`src/rtl/pipe_ctrl_pkg.sv`:
```
// Shared types and constants for the pipeline stall/flush controller.
package pipe_ctrl_pkg;

   typedef enum logic [1:0] {RUN, MEM_WAIT, HALT} state_t;

   localparam int PC_I    = 0;
   localparam int IFID_I  = 1;
   localparam int IDEX_I  = 2;
   localparam int EXMEM_I = 3;
   localparam int WB_I    = 4;
   localparam int NSTG    = WB_I + 1;

   localparam logic [NSTG-1:0] EN_ALL        = '1;
   localparam logic [NSTG-1:0] EN_NONE       = '0;
   localparam logic [NSTG-1:0] FLUSH_NONE    = '0;
   // Branch squashes the two younger instructions already fetched/decoded.
   localparam logic [NSTG-1:0] FLUSH_BRANCH  = NSTG'((1 << IFID_I) | (1 << IDEX_I));
   localparam logic [NSTG-1:0] FLUSH_LOADUSE = NSTG'(1 << IDEX_I);
   localparam logic [NSTG-1:0] EN_LOADUSE    = NSTG'((1 << IDEX_I) | (1 << EXMEM_I) | (1 << WB_I));

endpackage

```
`src/rtl/sat_counter.sv`:
```
// Saturating up-counter; clear wins over increment, clear+inc loads 1.
module sat_counter #(
   parameter int W = 8
) (
   input  logic         clk,
   input  logic         reset,
   input  logic         clear,
   input  logic         inc,
   output logic [W-1:0] q,
   output logic         sat
);

   assign sat = &q;

   always_ff @(posedge clk or posedge reset) begin
      if (reset)
         q <= '0;
      else if (clear)
         q <= inc ? W'(1) : '0;
      else if (inc && !sat)
         q <= q + 1'b1;
   end

endmodule

```
`src/rtl/pipeline_ctrl.sv`:
```
// Central stall/flush controller for the 5-register CPU pipeline with
// memory-wait timeout, terminal halt and a saturating stall counter.
module pipeline_ctrl
   import pipe_ctrl_pkg::*;
#(
   parameter int MEM_TIMEOUT = 16,
   parameter int CNT_W       = 16
) (
   input  logic             clk,
   input  logic             reset,
   input  logic             load_use,
   input  logic             branch_taken,
   input  logic             mem_req,
   input  logic             mem_ack,
   input  logic             halt_req,
   output logic [NSTG-1:0]  en,
   output logic [NSTG-1:0]  flush,
   output logic             halted,
   output logic             mem_err,
   output logic [CNT_W-1:0] stall_cnt
);

   localparam int TO_W = $clog2(MEM_TIMEOUT + 1);
   // The counter holds completed wait cycles; the one now ending is the last
   // allowed when the count including it reaches MEM_TIMEOUT.
   localparam logic [TO_W-1:0] TO_LAST = TO_W'(MEM_TIMEOUT - 1);

   state_t          state, nxt;
   logic [TO_W-1:0] to_q;
   logic            to_sat, to_clr, to_inc, err_set;
   logic            stall_inc, stall_sat;

   always_ff @(posedge clk or posedge reset) begin
      if (reset) begin
         state   <= RUN;
         mem_err <= 1'b0;
      end else begin
         state <= nxt;
         if (err_set) mem_err <= 1'b1;
      end
   end

   always_comb begin
      nxt     = state;
      en      = EN_NONE;
      flush   = FLUSH_NONE;
      to_clr  = 1'b0;
      to_inc  = 1'b0;
      err_set = 1'b0;
      case (state)
         RUN: begin
            // A same-cycle ack is a zero-wait access and decodes normally.
            if (mem_req && !mem_ack) begin
               nxt    = MEM_WAIT;
               to_clr = 1'b1;
               to_inc = 1'b1;
            end else if (halt_req) begin
               nxt = HALT;
            end else if (branch_taken) begin
               en    = EN_ALL;
               flush = FLUSH_BRANCH;
            end else if (load_use) begin
               en    = EN_LOADUSE;
               flush = FLUSH_LOADUSE;
            end else begin
               en = EN_ALL;
            end
         end
         MEM_WAIT: begin
            if (mem_ack) begin
               en  = EN_ALL;
               nxt = RUN;
            end else if (to_q == TO_LAST || to_sat) begin
               nxt     = HALT;
               err_set = 1'b1;
            end else begin
               to_inc = 1'b1;
            end
         end
         HALT: ;
         default: nxt = RUN;
      endcase
      if (reset) begin
         en    = EN_NONE;
         flush = FLUSH_NONE;
      end
   end

   assign halted    = (state == HALT);
   assign stall_inc = !en[PC_I] && (state != HALT);

   sat_counter #(.W(TO_W)) u_timeout (
      .clk   (clk),
      .reset (reset),
      .clear (to_clr),
      .inc   (to_inc),
      .q     (to_q),
      .sat   (to_sat)
   );

   sat_counter #(.W(CNT_W)) u_stall (
      .clk   (clk),
      .reset (reset),
      .clear (1'b0),
      .inc   (stall_inc),
      .q     (stall_cnt),
      .sat   (stall_sat)
   );

   logic unused_ok;
   assign unused_ok = stall_sat;

endmodule
```
`config.mk`:
```
export PLATFORM = sky130hd
export DESIGN_NAME = pipeline_ctrl
export DESIGN_NICKNAME = d
export VERILOG_FILES = /design/src/rtl/pipe_ctrl_pkg.sv /design/src/rtl/sat_counter.sv /design/src/rtl/pipeline_ctrl.sv
export SDC_FILE = /design/constraint.sdc
export NUM_CORES = 1
export LEC_CHECK = 0
export CAP_MARGIN = 20
export CORE_MARGIN = 1
export CORE_UTILIZATION = 45
export CTS_BUF_LIST = sky130_fd_sc_hd__clkbuf_8
export CTS_CLUSTER_SIZE = 8
export DETAILED_ROUTE_END_ITERATION = 8
export HOLD_SLACK_MARGIN = 0.05
export PLACE_DENSITY = 0.83
export SYNTH_ARGS = -nofsm -noshare
export SYNTH_HDL_FRONTEND = slang
export SYNTH_SLANG_ARGS = --single-unit
```
`constraint.sdc`:
```
create_clock -name clk -period 1.8 [get_ports clk]
set_input_delay 0.36 -clock clk [delete_from_list [all_inputs] [get_ports clk]]
set_output_delay 0.36 -clock clk [all_outputs]
set_load 0.05 [all_outputs]
```
==> impl_summary.md, run 1 <==
Logic synthesis
For this run, the register share of the synthesized area comes to 0.458. Ranked by total cell area, the synthesized netlist is headed by sky130_fd_sc_hd__dfrtp_1, sky130_fd_sc_hd__xnor2_1, sky130_fd_sc_hd__nand3_1. The fraction of synthesized cell area taken by the top area cell type is 0.458. Synthesis instantiated 35 different standard cells from the library. By count the netlist is led by sky130_fd_sc_hd__dfrtp_1, sky130_fd_sc_hd__nand2_1, sky130_fd_sc_hd__nor2_1, sky130_fd_sc_hd__xnor2_1, sky130_fd_sc_hd__nand3_1. The parity-gate share of the synthesized area counting xor and xnor cells is 0.100. A synthesized cell averages 9.94 sq um. Counting flops and latches in the post-synthesis netlist gives 24. Of the total synthesized cell area, the portion taken by full adders, half adders and majority gates is 0.0381. The total standard cell area after synthesis is 1310 sq um. The synthesized-area fraction occupied by ao, oa, aoi and oai cells is 0.0724.

The fraction of synthesis flops using an asynchronous set or reset pin is 1.00. After synthesis, the largest family of logic cells by area is simple AND/OR/NAND/NOR gates. The cell with the most instances after synthesis is sky130_fd_sc_hd__dfrtp_1. Among all flip-flop cells after synthesis, the most frequent one is sky130_fd_sc_hd__dfrtp_1. The number of cells produced by synthesis is between 100 and 150. Of the total synthesized cell area, the portion taken by AND, OR, NAND and NOR gates is 0.265. The most area-hungry cell type in the Yosys netlist is sky130_fd_sc_hd__dfrtp_1.

The count of flip-flops with a built-in enable after synthesis is 0. The Yosys warning count is 0. The portion of synthesized area spent on multiplexers is 0.0172.

Global routing
The initial antenna violation count is 0. Global routing finished with a remaining overflow of 0. Entering global routing, the biggest net connects 25 pins.

For this run, the total global-route usage over all layers was measured as 0.192. The number of global-route vias before repair was 1136. The first global-routing pass estimated between 4 and 5 mm of wire.

Power and ir drop
The power per standard cell area is approximately 890 nW/um^2. The worst-case IR drop observed on VDD is roughly 0.00095 V. The leakage power summed over all cells is ~0.93 nW.

Critical path
STA classifies the critical path startpoint as a flop. The worst register-to-register path has a setup slack of 0.03 ns. The beginning of the worst register-to-register path is state[0]$_DFFE_PP0P_. The maximum net fanout on the critical path is 3. The worst register-to-register path has a depth of 6. The required time at the endpoint of the critical path is about 1.4 ns.

The critical path is of the flop to output port type. STA classifies the critical path endpoint as an output port. The data arrival at the endpoint of the critical path is approximately 1.4 ns.

The endpoint of the worst register-to-register path is u_stall.q[1]$_DFFE_PP0P_.

Timing
The final clock period utilization by the worst path is 0.994. The number of pins with negative max-slew slack in the final report is 0. Setup repair after global routing could not meet its margin everywhere.

The number of failing hold endpoints at the final stage came to 0. The clock period minus worst slack is ~1.8 ns. The number of setup violations in the final report is 0. Between clock sinks in the finished design, the worst skew comes to 0.00308 ns. In the final timing run, aggregate negative setup slack is 0 ns. Static timing analysis puts the maximum clock frequency at 559 MHz.

Run status
The run finished with clean final reports.

Route
The first TritonRoute pass finished after 4 iterations. The detailed-route wire length is 3.05 mm. The violation count after the first detailed-routing iteration is 27. The average wire per cell in the routed design is 14.1 um. The final antenna-violating net count is 0.

The average via count per standard cell is approximately 5.3. For this run, design rule violations remaining after detail routing come to 0. Detailed routing inserted a total of 1157 vias.

Clock tree
Clock-pin slew was measured on the worst setup and hold paths at 0.08 ns. The longest clock path from root to sink contains 2 buffers. The total CTS buffers is 3. The TritonCTS sink count is 24. Clock latency on the worst-skew pair, taken at its later pin, is around 0.27 ns.

The library cell used as clock root buffer is sky130_fd_sc_hd__clkbuf_8. CTS built an H-tree with a depth of 1. The TritonCTS clock tree is built.

Placed design
During placement, the flow inserted port buffers numbering 31. The routability congestion estimate from global placement is 0.814. Detailed placement finished with a half-perimeter wire length of 2.20 mm. The number of cells in the design after placement is 207.

Layout
After the last flow step, the layout net total stands at 198. In the final layout, the share of cells above drive strength 1 is 0.419. The layout-stage area growth over the synthesis result is 52.2%. The number of antenna diodes in the final layout is 0. The number of non-filler instances in the completed layout is between 200 and 250.

Floorplanning
Measured along the x axis, the die boundary spans 56.0 um. The floorplan step defined a die boundary enclosing between 3000 and 4000 sq um. The floorplan step defined a core boundary enclosing 2760 sq um. Row generation in the floorplan step produced 19 rows.

The I/O pin total is 35. The floorplan step set the die height to 56.0 um. For this configuration, the core starts out at a cell density of 0.476.

Run
The tool flagged a number of max-cap violations equal to 0.

Min path
The path class of the tightest hold or removal check is primary input to async pin.
==> placed cells by master, fill, tap and decap left out, types with 4 or more instances in the layout <==
cell                             n
sky130_fd_sc_hd__dlygate4sd2_1   4
sky130_fd_sc_hd__nor2_1          8
sky130_fd_sc_hd__xnor2_1        12
sky130_fd_sc_hd__nand4_1         8
sky130_fd_sc_hd__nand3_1        11
sky130_fd_sc_hd__buf_4          39
sky130_fd_sc_hd__buf_12          8
sky130_fd_sc_hd__nand2_1        14
sky130_fd_sc_hd__dfrtp_1        21
==> what timing repair did <==
action	CTS	global route
setup buffers	4	2
endpoints found under the setup margin	9	13
pin swaps	5	8
resized for setup	11	10
hold buffers	0	0
==> critical path: stages, from the launching register on <==
cell and delay (ns):
sky130_fd_sc_hd__dfrtp_1 0.40, sky130_fd_sc_hd__buf_4 0.15, sky130_fd_sc_hd__nor2_1 0.12, sky130_fd_sc_hd__o2111a_2 0.23
sky130_fd_sc_hd__buf_6 0.12, sky130_fd_sc_hd__buf_12 0.13
==> how the worst max path moves through the flow <==
| stage | start | to | slack, ns | cells after the start |
|---|---|---|---|---|
| 2_1_floorplan | state[0]$_DFFE_PP0P_ | u_stall.q[8]$_DFFE_PP0P_ | -0.004 | 5 |
| 3_3_place_gp | mem_ack | u_stall.q[1]$_DFFE_PP0P_ | -0.24 | 6 |
| 3_5_place_dp | mem_ack | u_stall.q[1]$_DFFE_PP0P_ | -0.28 | 6 |
| 4_1_cts | u_timeout.q[0]$_DFFE_PP0P_ | u_timeout.q[3]$_DFFE_PP0P_ | 0.0001 | 8 |
| 5_1_grt | state[1]$_DFFE_PP0P_ | en[0] | -0.04 | 5 |
| 6_report | state[1]$_DFFE_PP0P_ | en[0] | 0.01 | 5 |
==> logic make-up (layout without fill, tap and decap cells) <==
| family | count (synthesis) | after routing |
|---|---|---|
| and+or+nand+nor | 65 | 65 |
| muxes | 2 | 2 |
| adders and majority gates | 4 | 4 |
| other | 1 | 3 |
| xor gates and xnor gates | 15 | 15 |
| buffers and inverters | 10 | 62 |
| AOI/OAI and AO/OA | 11 | 11 |
| DFF | 24 | 24 |
==> per-stage QoR <==
step	util	worst slack, ns	cell area, sq um	total power [mW]	hold slack (ns)
6_report	0.725	0.0116	2000	1.77	0.302
5_1_grt	0.725	-0.0367	2000	1.86	0.338
4_1_cts	0.708	0.000136	1950	1.77	0.491
3_5_place_dp	0.661	-0.278	1820	1.30	0.468
3_3_place_gp	0.661	-0.245	1820	1.27	0.462
2_1_floorplan	-	-0.00389	1350	1.08	0.374
==> registers in the layout, indices dropped and copies added (netlist names) <==
name         count
u_stall.q       16
u_timeout.q      5
state            2
mem_err          1
==> cell type report <==
class                   instances  area (sq um)
repair buffers                 56           547
inverters                       2          7.51
flip-flops and latches         24           604
clock inverters                 1          30.0
clock buffers                   3          41.3
fillers                       190           759
well taps                      31          38.8
multi-input cells             100           729
==> layer usage <==
metal,up-vias,part of all wire,track usage
li1,559,-,-
met1,556,0.40,0.207
met2,35,0.53,0.347
met3,7,0.054,0.0512
met4,0,0.020,0.0906
met5,-,0,0
==> power by group <==
group,internal [mW],switching (mW),total [mW]
sequential,0.610,0.0873,0.697
combinational,0.234,0.365,0.599
clock,0.298,0.179,0.477
total,1.14,0.631,1.77
No activity file was read; power rests on OpenSTA's default activity.
==> run 2: changes to the inputs <==
--- a/config.mk
+++ b/config.mk
@@ -7,12 +7,13 @@
 export LEC_CHECK = 0
 export CAP_MARGIN = 20
 export CORE_MARGIN = 1
-export CORE_UTILIZATION = 45
+export CORE_UTILIZATION = 55
 export CTS_BUF_LIST = sky130_fd_sc_hd__clkbuf_8
 export CTS_CLUSTER_SIZE = 8
 export DETAILED_ROUTE_END_ITERATION = 8
+export DONT_BUFFER_PORTS = 1
 export HOLD_SLACK_MARGIN = 0.05
-export PLACE_DENSITY = 0.83
+export PLACE_DENSITY = 0.78
 export SYNTH_ARGS = -nofsm -noshare
 export SYNTH_HDL_FRONTEND = slang
 export SYNTH_SLANG_ARGS = --single-unit
==> run 2 against run 1 <==
The run now ends with negative setup slack left. Hold slack lost 0.053 ns. Via count down 0.52%. Clock skew rose by 0.00077 ns. Critical path type unchanged. Critical endpoint unchanged. Largest power group unchanged.
==> impl_summary.md, run 2 (same netlist as run 1, synthesis figures left out) <==
Timing
Derived from the worst setup path, the maximum achievable clock frequency is between 500 and 600 MHz. On the final layout, the worst clock skew is 0.00385 ns. The slack of the critical path is -0.0108 ns. The worst hold slack is 0.249 ns. The transition time at the pin with the least slew margin is 0.534 ns. The final clock period utilization by the worst path is 1.01.

The number of pins with negative max-slew slack in the final report is 0. Headroom to the max-slew limit came out at 0.639. The number of failing hold endpoints at the final stage is 0. The number of setup violations in the final report is 4. The smallest clock period supported by the final layout is computed as 1.81 ns. Setup repair after global routing could not meet its margin everywhere.

Layout
The final layout net count is 180. The multi-input combinational cell area is 743 sq um. Counting flops per register, the top entry is u_stall.q. Leaving out fill and tap cells, the most frequent cells in the layout are sky130_fd_sc_hd__buf_4, sky130_fd_sc_hd__dfrtp_1, sky130_fd_sc_hd__nand2_1, sky130_fd_sc_hd__xnor2_1, sky130_fd_sc_hd__nand3_1. The sequential cell area in the final layout is ~600 sq um.

The repair_antennas step left the layout with diodes totalling 0. The leading cell type in the layout, fill and taps excluded is sky130_fd_sc_hd__buf_4. The number of flip-flops in the largest register is 16. Counting the fill cells in the layout gives 145. The largest registers in the layout are u_stall.q x16, u_timeout.q x5, state x2. The layout-stage area growth over the synthesis result is 34.5%. In the final layout, the share of cells above drive strength 1 is 0.369.

Placed design
The worst slack at placement is -0.0725 ns. Routability-driven placement finished with a final weighted congestion of around 0.8. The post-detailed-placement half-perimeter wirelength is 2.49 mm. Input and output buffers added on the ports amount to 0.

Critical path
STA classifies the critical path endpoint as an output port. The startpoint identified for the worst register-to-register timing path is state[0]$_DFFE_PP0P_. The type of the worst setup path is flop to output port. The critical path starts at state[0]$_DFFE_PP0P_.

Counting cells, the worst reg-to-reg path comes to 6. The gate family responsible for the most delay along the worst path is compound AO/OA/AOI/OAI gates. The required time at the endpoint of the critical path is approximately 1.4 ns. The cell with the largest stage delay on the worst path is sky130_fd_sc_hd__dfrtp_1. The worst setup path is launched from a flop. The delay of the slowest cell on the worst path is 0.40 ns. In this run the register-to-register setup slack is -0.01 ns. The signal on the critical path passes through buf_4 > o21bai_4 > o2111a_2 > buf_8. The worst register-to-register path ends at u_stall.q[1]$_DFFE_PP0P_. The maximum net fanout on the critical path is 9.

Together, buffers and inverters on the worst path number 2. The data arrival at the endpoint of the critical path is roughly 1.5 ns.

Floorplanning
The floorplan step set the die height to 50.9 um. The standard-cell row count is 17. The starting density of the core is 0.588. The die outline width is 50.9 um. The die covers 2590 sq um. The I/O pin total is 35. The floorplan step defined a core boundary enclosing around 2200 sq um.

Route
The total via count in the routed design is 1151. Once detail routing completed, the nets flagged for antenna violations numbered 0. The number of DRC violations after detailed routing is 0. The detailed-route wire length is 3.42 mm. The first routing iteration left 26 violations. The average wire per cell in the routed design is 17.4 um. The average via count per standard cell is roughly 5.9. The detailed-router iteration count before antenna repair is 5.

Power and ir drop
Dividing total power by cell area gives a power density of 920 nW/um^2. The part of the total power dissipated in sequential elements is 0.404. The clock group share of total power is 0.201.

Of the total power, the share spent switching nets is 0.396. The internal power consumption is 0.980 mW. VDD sags by at most 0.00110 V.

Total power for the finished layout comes to 1.62 mW. Of the total power, combinational logic draws 0.395. The analysis attributes to cell leakage a power of 0.805 nW. Summed over all nets, the switching power comes to 0.643 mW.

Min path
The class of the worst hold path is primary input to flop. The worst hold path stage count is 2. The worst-case hold path end point is state[1]$_DFFE_PP0P_. The startpoint identified for the worst hold timing path is halt_req.

Clock tree
No sink is reached through more buffers than the 2 on the longest clock path. The clock-pin slew on the worst setup and hold paths is 0.09 ns. In this run the clock root is driven by a sky130_fd_sc_hd__clkbuf_8. TritonCTS built the clock tree. For the worst-skew pair, the clock arrives at the later sink with an insertion delay of 0.27 ns. The total CTS buffers is 3. The TritonCTS sink count is 24.

CTS built an H-tree with a depth of 1.

Global routing
The initial antenna violation count is 0. The overall track demand over capacity in global routing is 0.298. The total congestion overflow is 0. The first global-routing pass estimated between 5 and 6 mm of wire. The maximum number of pins on one net before global-route repair is 25. The number of global-route vias before repair was between 1000 and 1500.

Run
The count of max-cap constraint violations is 0.

Run status
The checks that failed: negative setup slack. The flow ran to the end, but the final reports show violations.
==> run 2: changes by cell type in the layout (fill, tap and decap cells not counted), sizes merged <==
cell | before | now
dlygate4sd2 | 4 | 0
buf | 50 | 37
inv | 2 | 3
dlymetal6s2s | 2 | 0
bufinv | 1 | 0
dlygate4sd3 | 0 | 1
==> run 2: worst max path at each step <==
| stage | end | slack [ns] | depth (start not counted) |
|---|---|---|---|
| 2_1_floorplan | u_stall.q[8]$_DFFE_PP0P_ | -0.004 | 5 |
| 3_3_place_gp | u_timeout.q[3]$_DFFE_PP0P_ | 0.09 | 8 |
| 3_5_place_dp | u_timeout.q[3]$_DFFE_PP0P_ | -0.07 | 8 |
| 4_1_cts | u_stall.q[1]$_DFFE_PP0P_ | -0.009 | 6 |
| 5_1_grt | u_stall.q[5]$_DFFE_PP0P_ | -0.06 | 7 |
| 6_report | en[0] | -0.01 | 4 |
==> run 2: area by class of cell <==
cell class,count,share of cell area
multi-input cells,100,0.421
flip-flops and latches,24,0.342
repair buffers,38,0.187
clock buffers,3,0.0234
well taps,28,0.0198
inverters,2,0.00425
clock inverters,1,0.00213
==> run 2: metrics by stage <==
step / area (sq um) / util / instances / TNS, ns
2_1_floorplan: 1350 / - / 134 / -0.00389
3_3_place_gp: 1570 / 0.705 / 185 / 0
3_5_place_dp: 1570 / 0.705 / 185 / -0.109
4_1_cts: 1710 / 0.766 / 194 / -0.0151
5_1_grt: 1770 / 0.790 / 196 / -0.241
6_report: 1770 / 0.790 / 196 / -0.0307
==> run 2: power groups by stage <==
stage	Combinational (mW)	Sequential (mW)	Clock, mW
floorplan	0.196	0.882	0
global placement	0.565	0.661	0
detailed placement	0.597	0.666	0
CTS	0.629	0.655	0.333
global route	0.678	0.662	0.353
finish	0.641	0.656	0.326
==> run 2: layer usage <==
metal | up-vias | part of all wire | wire length (um) | track usage
met5 | - | 0 | 0 | 0
met4 | 0 | 0.038 | 131 | 0.218
met3 | 13 | 0.033 | 112 | 0.0565
met2 | 31 | 0.56 | 1900 | 0.560
met1 | 572 | 0.37 | 1270 | 0.285
li1 | 535 | - | - | -
==> run 2: worst register-to-register path, cell delays in order (launching register included) <==
cell                       delay [ns]
sky130_fd_sc_hd__dfrtp_1         0.40
sky130_fd_sc_hd__and3b_1         0.19
sky130_fd_sc_hd__o2111a_2        0.32
sky130_fd_sc_hd__buf_6           0.14
sky130_fd_sc_hd__a211oi_4        0.20
sky130_fd_sc_hd__buf_6           0.15
sky130_fd_sc_hd__mux2_4          0.29
==> run 2: repair_timing <==
item / in CTS / in global routing
pin swaps: 5 / 13
hold endpoints to repair: 24 / 0
hold buffers: 1 / 0
setup endpoints to repair: 9 / 25
setup buffers: 4 / 2
gates resized for setup: 12 / 10
